**config.mk**
```make
export PLATFORM = sky130hd
export DESIGN_NAME = armleocpu_ptw_flat
export DESIGN_NICKNAME = d
export VERILOG_FILES = /design/src/rtl/armleocpu_ptw_if.sv /design/src/rtl/armleocpu_ptw.sv /design/src/flat_wrapper.sv
export SDC_FILE = /design/constraint.sdc
export NUM_CORES = 1
export LEC_CHECK = 0
export CORE_ASPECT_RATIO = 1.2
export CORE_MARGIN = 2
export CORE_UTILIZATION = 43
export DETAILED_ROUTE_END_ITERATION = 7
export PLACE_DENSITY = 0.85
export SYNTH_ARGS = -nofsm -noshare
export SYNTH_HDL_FRONTEND = slang
export SYNTH_SLANG_ARGS = --single-unit
```
**constraint.sdc**
```tcl
create_clock -name clk -period 4.06 [get_ports clk]
set_clock_uncertainty 0.15 [all_clocks]
set_input_delay 0.609 -clock clk [delete_from_list [all_inputs] [get_ports clk]]
set_output_delay 0.609 -clock clk [all_outputs]
set_load 0.01 [all_outputs]
```
**src/rtl/armleocpu_ptw_if.sv**
```systemverilog
// Bundle of the PTW resolve port (toward the TLB) and the Avalon-MM read port (toward memory).
// The master modport is the page table walker itself; the slave modport is its environment
// (the requester plus the memory system).
//
// Handshake semantics:
//   resolve: resolve_request is a level sampled only while the walker is idle; the walk
//     result is reported by a single-cycle resolve_done strobe, and the result fields stay
//     valid until the next request is taken.
//   avl: a read is transferred on a rising edge where avl_read=1 and avl_waitrequest=0;
//     address and read are held unchanged while avl_waitrequest=1. The reply arrives later
//     as one cycle of avl_readdatavalid=1 with avl_readdata and avl_response (2'b00 = OKAY).
interface armleocpu_ptw_if;
    logic        resolve_request;
    logic [19:0] resolve_virtual_address;
    logic [21:0] satp_ppn;
    logic        resolve_done;
    logic        resolve_pagefault;
    logic        resolve_accessfault;
    logic [21:0] resolve_physical_address;
    logic [7:0]  resolve_metadata;

    logic [33:0] avl_address;
    logic        avl_read;
    logic        avl_waitrequest;
    logic [31:0] avl_readdata;
    logic        avl_readdatavalid;
    logic [1:0]  avl_response;

    modport master (
        input  resolve_request, resolve_virtual_address, satp_ppn,
        output resolve_done, resolve_pagefault, resolve_accessfault,
        output resolve_physical_address, resolve_metadata,
        output avl_address, avl_read,
        input  avl_waitrequest, avl_readdata, avl_readdatavalid, avl_response
    );

    modport slave (
        output resolve_request, resolve_virtual_address, satp_ppn,
        input  resolve_done, resolve_pagefault, resolve_accessfault,
        input  resolve_physical_address, resolve_metadata,
        input  avl_address, avl_read,
        output avl_waitrequest, avl_readdata, avl_readdatavalid, avl_response
    );
endinterface

```
**src/rtl/armleocpu_ptw.sv**
```systemverilog
// Sv32 two-level page table walker.
// Optional feature: define ARMLEOCPU_PTW_MEGAPAGE_EN to allow level-1 (4 MiB megapage) leaves;
// without it every level-1 leaf is reported as a pagefault.
// dbg_state exposes the FSM state: 0=IDLE, 1=ISSUE, 2=WAIT, 3=DONE.
module armleocpu_ptw (
    input  logic                   clk,
    input  logic                   rst,
    armleocpu_ptw_if.master        bus,
    output logic [1:0]             dbg_state
);

    typedef enum logic [1:0] {
        S_IDLE  = 2'd0,
        S_ISSUE = 2'd1,
        S_WAIT  = 2'd2,
        S_DONE  = 2'd3
    } state_t;

    state_t      state, state_nxt;
    logic        level, level_nxt;
    logic [19:0] vpn, vpn_nxt;
    logic [21:0] table_ppn, table_ppn_nxt;
    logic        pf, pf_nxt;
    logic        af, af_nxt;
    logic [21:0] pa, pa_nxt;
    logic [7:0]  meta, meta_nxt;

    // PTE permission bits of the word currently on the read data bus
    logic pte_v, pte_r, pte_w, pte_x;
    assign pte_v = bus.avl_readdata[0];
    assign pte_r = bus.avl_readdata[1];
    assign pte_w = bus.avl_readdata[2];
    assign pte_x = bus.avl_readdata[3];

    // State and walk context registers; reset also discards any read in flight
    always_ff @(posedge clk) begin
        if (rst) begin
            state     <= S_IDLE;
            level     <= 1'b0;
            vpn       <= '0;
            table_ppn <= '0;
            pf        <= 1'b0;
            af        <= 1'b0;
            pa        <= '0;
            meta      <= '0;
        end else begin
            state     <= state_nxt;
            level     <= level_nxt;
            vpn       <= vpn_nxt;
            table_ppn <= table_ppn_nxt;
            pf        <= pf_nxt;
            af        <= af_nxt;
            pa        <= pa_nxt;
            meta      <= meta_nxt;
        end
    end

    // Next-state logic: request capture, read issue, PTE evaluation
    always_comb begin
        state_nxt     = state;
        level_nxt     = level;
        vpn_nxt       = vpn;
        table_ppn_nxt = table_ppn;
        pf_nxt        = pf;
        af_nxt        = af;
        pa_nxt        = pa;
        meta_nxt      = meta;

        case (state)
            S_IDLE: begin
                if (bus.resolve_request) begin
                    vpn_nxt       = bus.resolve_virtual_address;
                    table_ppn_nxt = bus.satp_ppn;
                    level_nxt     = 1'b1;
                    // Previous result is only dropped once a new walk actually starts
                    pf_nxt        = 1'b0;
                    af_nxt        = 1'b0;
                    pa_nxt        = '0;
                    meta_nxt      = '0;
                    state_nxt     = S_ISSUE;
                end
            end
            S_ISSUE: begin
                if (!bus.avl_waitrequest) begin
                    state_nxt = S_WAIT;
                end
            end
            S_WAIT: begin
                if (bus.avl_readdatavalid) begin
                    state_nxt = S_DONE;
                    if (bus.avl_response != 2'b00) begin
                        // Bus error wins over any PTE interpretation
                        af_nxt = 1'b1;
                    end else if (!pte_v || (!pte_r && pte_w)) begin
                        pf_nxt = 1'b1;
                    end else if (pte_r || pte_x) begin
                        if (level) begin
`ifdef ARMLEOCPU_PTW_MEGAPAGE_EN
                            // Megapage must be 4 MiB aligned: low PPN bits must be zero
                            if (bus.avl_readdata[19:10] != 10'd0) begin
                                pf_nxt = 1'b1;
                            end else begin
                                pa_nxt   = {bus.avl_readdata[31:20], vpn[9:0]};
                                meta_nxt = bus.avl_readdata[7:0];
                            end
`else
                            pf_nxt = 1'b1;
`endif
                        end else begin
                            pa_nxt   = bus.avl_readdata[31:10];
                            meta_nxt = bus.avl_readdata[7:0];
                        end
                    end else if (level) begin
                        // Pointer to the second-level table
                        table_ppn_nxt = bus.avl_readdata[31:10];
                        level_nxt     = 1'b0;
                        state_nxt     = S_ISSUE;
                    end else begin
                        // Pointer at the last level is invalid
                        pf_nxt = 1'b1;
                    end
                end
            end
            S_DONE: begin
                state_nxt = S_IDLE;
            end
            default: begin
                state_nxt = S_IDLE;
            end
        endcase
    end

    // Bus and result outputs decoded from registered state
    always_comb begin
        bus.avl_read                 = (state == S_ISSUE);
        bus.avl_address              = {table_ppn, (level ? vpn[19:10] : vpn[9:0]), 2'b00};
        bus.resolve_done             = (state == S_DONE);
        bus.resolve_pagefault        = pf;
        bus.resolve_accessfault      = af;
        bus.resolve_physical_address = pa;
        bus.resolve_metadata         = meta;
        dbg_state                    = state;
    end

endmodule
```
**src/flat_wrapper.sv**
```systemverilog
// flat-port wrapper written by rule: the top's interface ports become plain ports
module armleocpu_ptw_flat 
  (clk, rst, dbg_state, bus_resolve_request, bus_resolve_virtual_address, bus_satp_ppn, bus_resolve_done, bus_resolve_pagefault, bus_resolve_accessfault, bus_resolve_physical_address, bus_resolve_metadata, bus_avl_address, bus_avl_read, bus_avl_waitrequest, bus_avl_readdata, bus_avl_readdatavalid, bus_avl_response);
  armleocpu_ptw_if bus_i ();
  input  logic clk;
  input  logic rst;
  output logic [1:0] dbg_state;
  input wire logic [$bits(bus_i.resolve_request)-1:0] bus_resolve_request;
  input wire logic [$bits(bus_i.resolve_virtual_address)-1:0] bus_resolve_virtual_address;
  input wire logic [$bits(bus_i.satp_ppn)-1:0] bus_satp_ppn;
  output wire logic [$bits(bus_i.resolve_done)-1:0] bus_resolve_done;
  output wire logic [$bits(bus_i.resolve_pagefault)-1:0] bus_resolve_pagefault;
  output wire logic [$bits(bus_i.resolve_accessfault)-1:0] bus_resolve_accessfault;
  output wire logic [$bits(bus_i.resolve_physical_address)-1:0] bus_resolve_physical_address;
  output wire logic [$bits(bus_i.resolve_metadata)-1:0] bus_resolve_metadata;
  output wire logic [$bits(bus_i.avl_address)-1:0] bus_avl_address;
  output wire logic [$bits(bus_i.avl_read)-1:0] bus_avl_read;
  input wire logic [$bits(bus_i.avl_waitrequest)-1:0] bus_avl_waitrequest;
  input wire logic [$bits(bus_i.avl_readdata)-1:0] bus_avl_readdata;
  input wire logic [$bits(bus_i.avl_readdatavalid)-1:0] bus_avl_readdatavalid;
  input wire logic [$bits(bus_i.avl_response)-1:0] bus_avl_response;
  assign bus_i.resolve_request = bus_resolve_request;
  assign bus_i.resolve_virtual_address = bus_resolve_virtual_address;
  assign bus_i.satp_ppn = bus_satp_ppn;
  assign bus_resolve_done = bus_i.resolve_done;
  assign bus_resolve_pagefault = bus_i.resolve_pagefault;
  assign bus_resolve_accessfault = bus_i.resolve_accessfault;
  assign bus_resolve_physical_address = bus_i.resolve_physical_address;
  assign bus_resolve_metadata = bus_i.resolve_metadata;
  assign bus_avl_address = bus_i.avl_address;
  assign bus_avl_read = bus_i.avl_read;
  assign bus_i.avl_waitrequest = bus_avl_waitrequest;
  assign bus_i.avl_readdata = bus_avl_readdata;
  assign bus_i.avl_readdatavalid = bus_avl_readdatavalid;
  assign bus_i.avl_response = bus_avl_response;
  armleocpu_ptw u_core (.clk(clk), .rst(rst), .bus(bus_i), .dbg_state(dbg_state));
endmodule
```
==> impl_metrics.toml <==
[outcome]
status = "completed"

[place]
numPortBuffers = 146
routabilityCongestion = 0.749
dp_worst_setup_slack_ns = 1.22
dp_hpwl_mm = 5.99
detailed_place.area_um2 = 4510

[pwr]
clock_network_fraction_of_design_power = 0.359
switching_share = 0.248
power_frac_seq = 0.461
p_sw_mw = 0.446
power_per_cell_area_nw_per_um2 = 380
p_int_mw = 1.35
ir_worst_vdd_mv = 0.201
power.combinational.fraction = 0.180
static-leakage-power_nw = 1.80

[sta]
slew_headroom = 0.623
finalSetupTns_ns = 0
max_freq_mhz = 371
report.final.hold_viol_count = 0
worst_slack_ns = 1.37
worstMarginPinSlew_ns = 0.564
finalWorstPathRequiredPeriod_ns = 2.69
grt_setup_unrepaired = "no"
layout_worst_path_cycle_share = 0.663
number_of_max_slew_violations_in_the_final_report = 0
setup_viol_count_final = 0

[clock_tree]
clk_root_buffer_cell = "clkbuf_8"
clkLatencyLatePin_ns = 0.34
cts_resized = 0
clock_tree.htree_level_count = 3
cts_tree = "built"
total_clock_buffers_created_by_cts = 9
cts-hold-fix-buffers = 0
post-cts-setup-buffer-count = 0
clock-sinks = 77
clockBufferDepth = 2
clk_pin_slew_worst_setup_hold_paths_ns = 0.08

[setup_path]
rrSetupSlack_ns = 1.67
ff2ff_path_depth = 5
startpoint_type = "flip-flop"
reg2reg_to = "u_core.table_ppn[4]"
maximum_fanout_count_along_the_critical_path = 13
worstSetupPathType = "reg -> out"
crit_required_ns = 3.30
crit_path_start = "u_core.level"
timing.critical_path.arrival_ns = 1.93
crit-reg2reg-launch = "u_core.level"
endpoint_kind = "output port"

[final_layout]
filler_cell_count = 557
drive_above_1_share = 0.134
post_layout_nets = 532
layout_area_overhead_pct = 56.8
antennaDiodeCount = 0
layout.cells.most_common_list = "clkdlybuf4s50_1 (145), dfxtp_1 (77), nor2_1 (51), nand2_1 (41), a22o_1 (29)"
stdcell_area_um2 = 4730
most_common_cell_after_layout_fill_and_taps_aside = "clkdlybuf4s50_1"

[synthesis]
synth_async_sr_flop_share = 0
distinct_cell_type_count_after_synthesis = 36
ff_latch_count_synth = 77
synth.yosys.seq_area_share = 0.511
postSynthAreaPerCell_um2 = 9.64
postSynth.topFlopCell = "dfxtp_1"
synth.cell_area_um2 = 3020
number_of_instances_in_the_synthesized_netlist = 313
synth_enable_flop_cells = 0
yosys_warnings = 0

[grt]
grt_util_all_layers = 0.223
first_global_vias = 2725
grt_use_met2 = 0.388
grt_first_pass_wirelength_mm = 13.2
maximum_number_of_pins_on_one_net_before_global_route_repair = 51
gr-usage-met1 = 0.265
antenna_found_initial = 0
grt_busiest_layer = "met2"
total_gr_overflow = 0
use_met3 = 0.0600

[floorplan]
coreArea_um2 = 6810
start_util = 0.443
die_area_um2 = 7710
rows = 33
top_level_ports = 151
die_width_um = 80.5
dieHeight_um = 95.8

[job]
drv_cap = 0

[drt]
routed_via_density = 5.26
drt_drc_violations_left = 0
route.antenna.remaining_nets = 0
avgRoutedWirePerCell_um = 15.9
detail_route.wirelength_mm = 8.62
vias = 2856
first_iter_violations = 106
detailedRoute.firstPassIterationCount = 4

[worst_hold_path]
min_path_type = "reg -> reg"
min_delay_path_depth = 2
hold_endpoint = "u_core.vpn[2]"
hold_start = "u_core.vpn[2]"
power groups by stage:
stage | combinational, mW | sequential [mW] | clock, mW
floorplan | 0.140 | 0.847 | 0
global placement | 0.317 | 0.843 | 0
detailed placement | 0.323 | 0.845 | 0
CTS | 0.326 | 0.828 | 0.653
global route | 0.350 | 0.834 | 0.692
finish | 0.324 | 0.829 | 0.645
cell families (layout without fill, tap and decap cells):
kind of cell / count (synthesis) / in the layout / share of synthesized area
buffers and inverters: 31 / 173 / 0.0539
AOI/OAI and AO/OA: 85 / 85 / 0.233
other: 1 / 2 / 0.00124
DFF: 77 / 77 / 0.511
and+or+nand+nor: 107 / 107 / 0.157
muxes: 12 / 12 / 0.0439
state kept, by name, indices dropped and copies added (netlist names):
signal                               flops
u_core.bus.resolve_metadata              8
u_core.vpn                              20
u_core.bus.resolve_physical_address     22
u_core.level                             1
u_core.bus.resolve_pagefault             1
u_core.dbg_state                         2
u_core.bus.resolve_accessfault           1
u_core.table_ppn                        22
layer usage:
metal  vias to the layer above  share of wire
met1                      1334           0.40
li1                       1385              -
met3                        14          0.083
met4                         0          0.017
met2                       123           0.50
met5                         -              0
stage by stage:
step / instances / hold slack (ns) / total power [mW] / util
after global placement: 527 / 0.289 / 1.16 / 0.662
after CTS: 543 / 0.307 / 1.81 / 0.695
final: 543 / 0.306 / 1.80 / 0.695
after floorplan: 314 / 0.283 / 0.987 / -
after detailed placement: 527 / 0.295 / 1.17 / 0.662
after global routing: 543 / 0.324 / 1.88 / 0.695
final cells by class:
class,count,area [um2],share of cell area
clock inverter,5,83.8,0.0177
tap,87,109,0.0230
clock buffer,11,141,0.0299
sequential,77,1540,0.326
timing repair buffer,153,1510,0.319
multi-input combinational,206,1330,0.282
inverter,4,15.0,0.00317
how the worst max path moves through the flow:
| stage | cells after the start | endpoint | slack [ns] |
|---|---|---|---|
| 2_1_floorplan | 6 | u_core.bus.resolve_metadata[2] | 2.14 |
| 4_1_cts | 2 | bus_avl_address[6] | 1.35 |
| 6_report | 2 | bus_avl_address[6] | 1.37 |
| 3_3_place_gp | 6 | u_core.table_ppn[0] | 1.24 |
| 5_1_grt | 2 | bus_avl_address[6] | 1.28 |
| 3_5_place_dp | 6 | u_core.table_ppn[16] | 1.22 |
cell usage after synthesis, types with 2 or more instances:
cell type  instances  area share
inv_1              4      0.0050
o21ai_0            4      0.0066
a22o_1            29       0.084
buf_6              3       0.011
mux2_2            10       0.037
nor2_1            51       0.063
nor3b_1            2      0.0050
nand2_1           41       0.051
nor2b_1            2      0.0041
buf_2             10       0.017
buf_1              2      0.0025
o221a_2           21       0.078
dfxtp_1           77        0.51
a21oi_1           23       0.038
nand2b_1           2      0.0041
clkbuf_1           9       0.011
buf_4              3      0.0075
mux2i_1            2      0.0066
worst max-delay path, cell delays in order (launching register included):
cell	delay (ns)
dfxtp_1	0.68
mux2_2	0.41
clkdlybuf4s50_1	0.50
(Power assumes the default switching activity.)
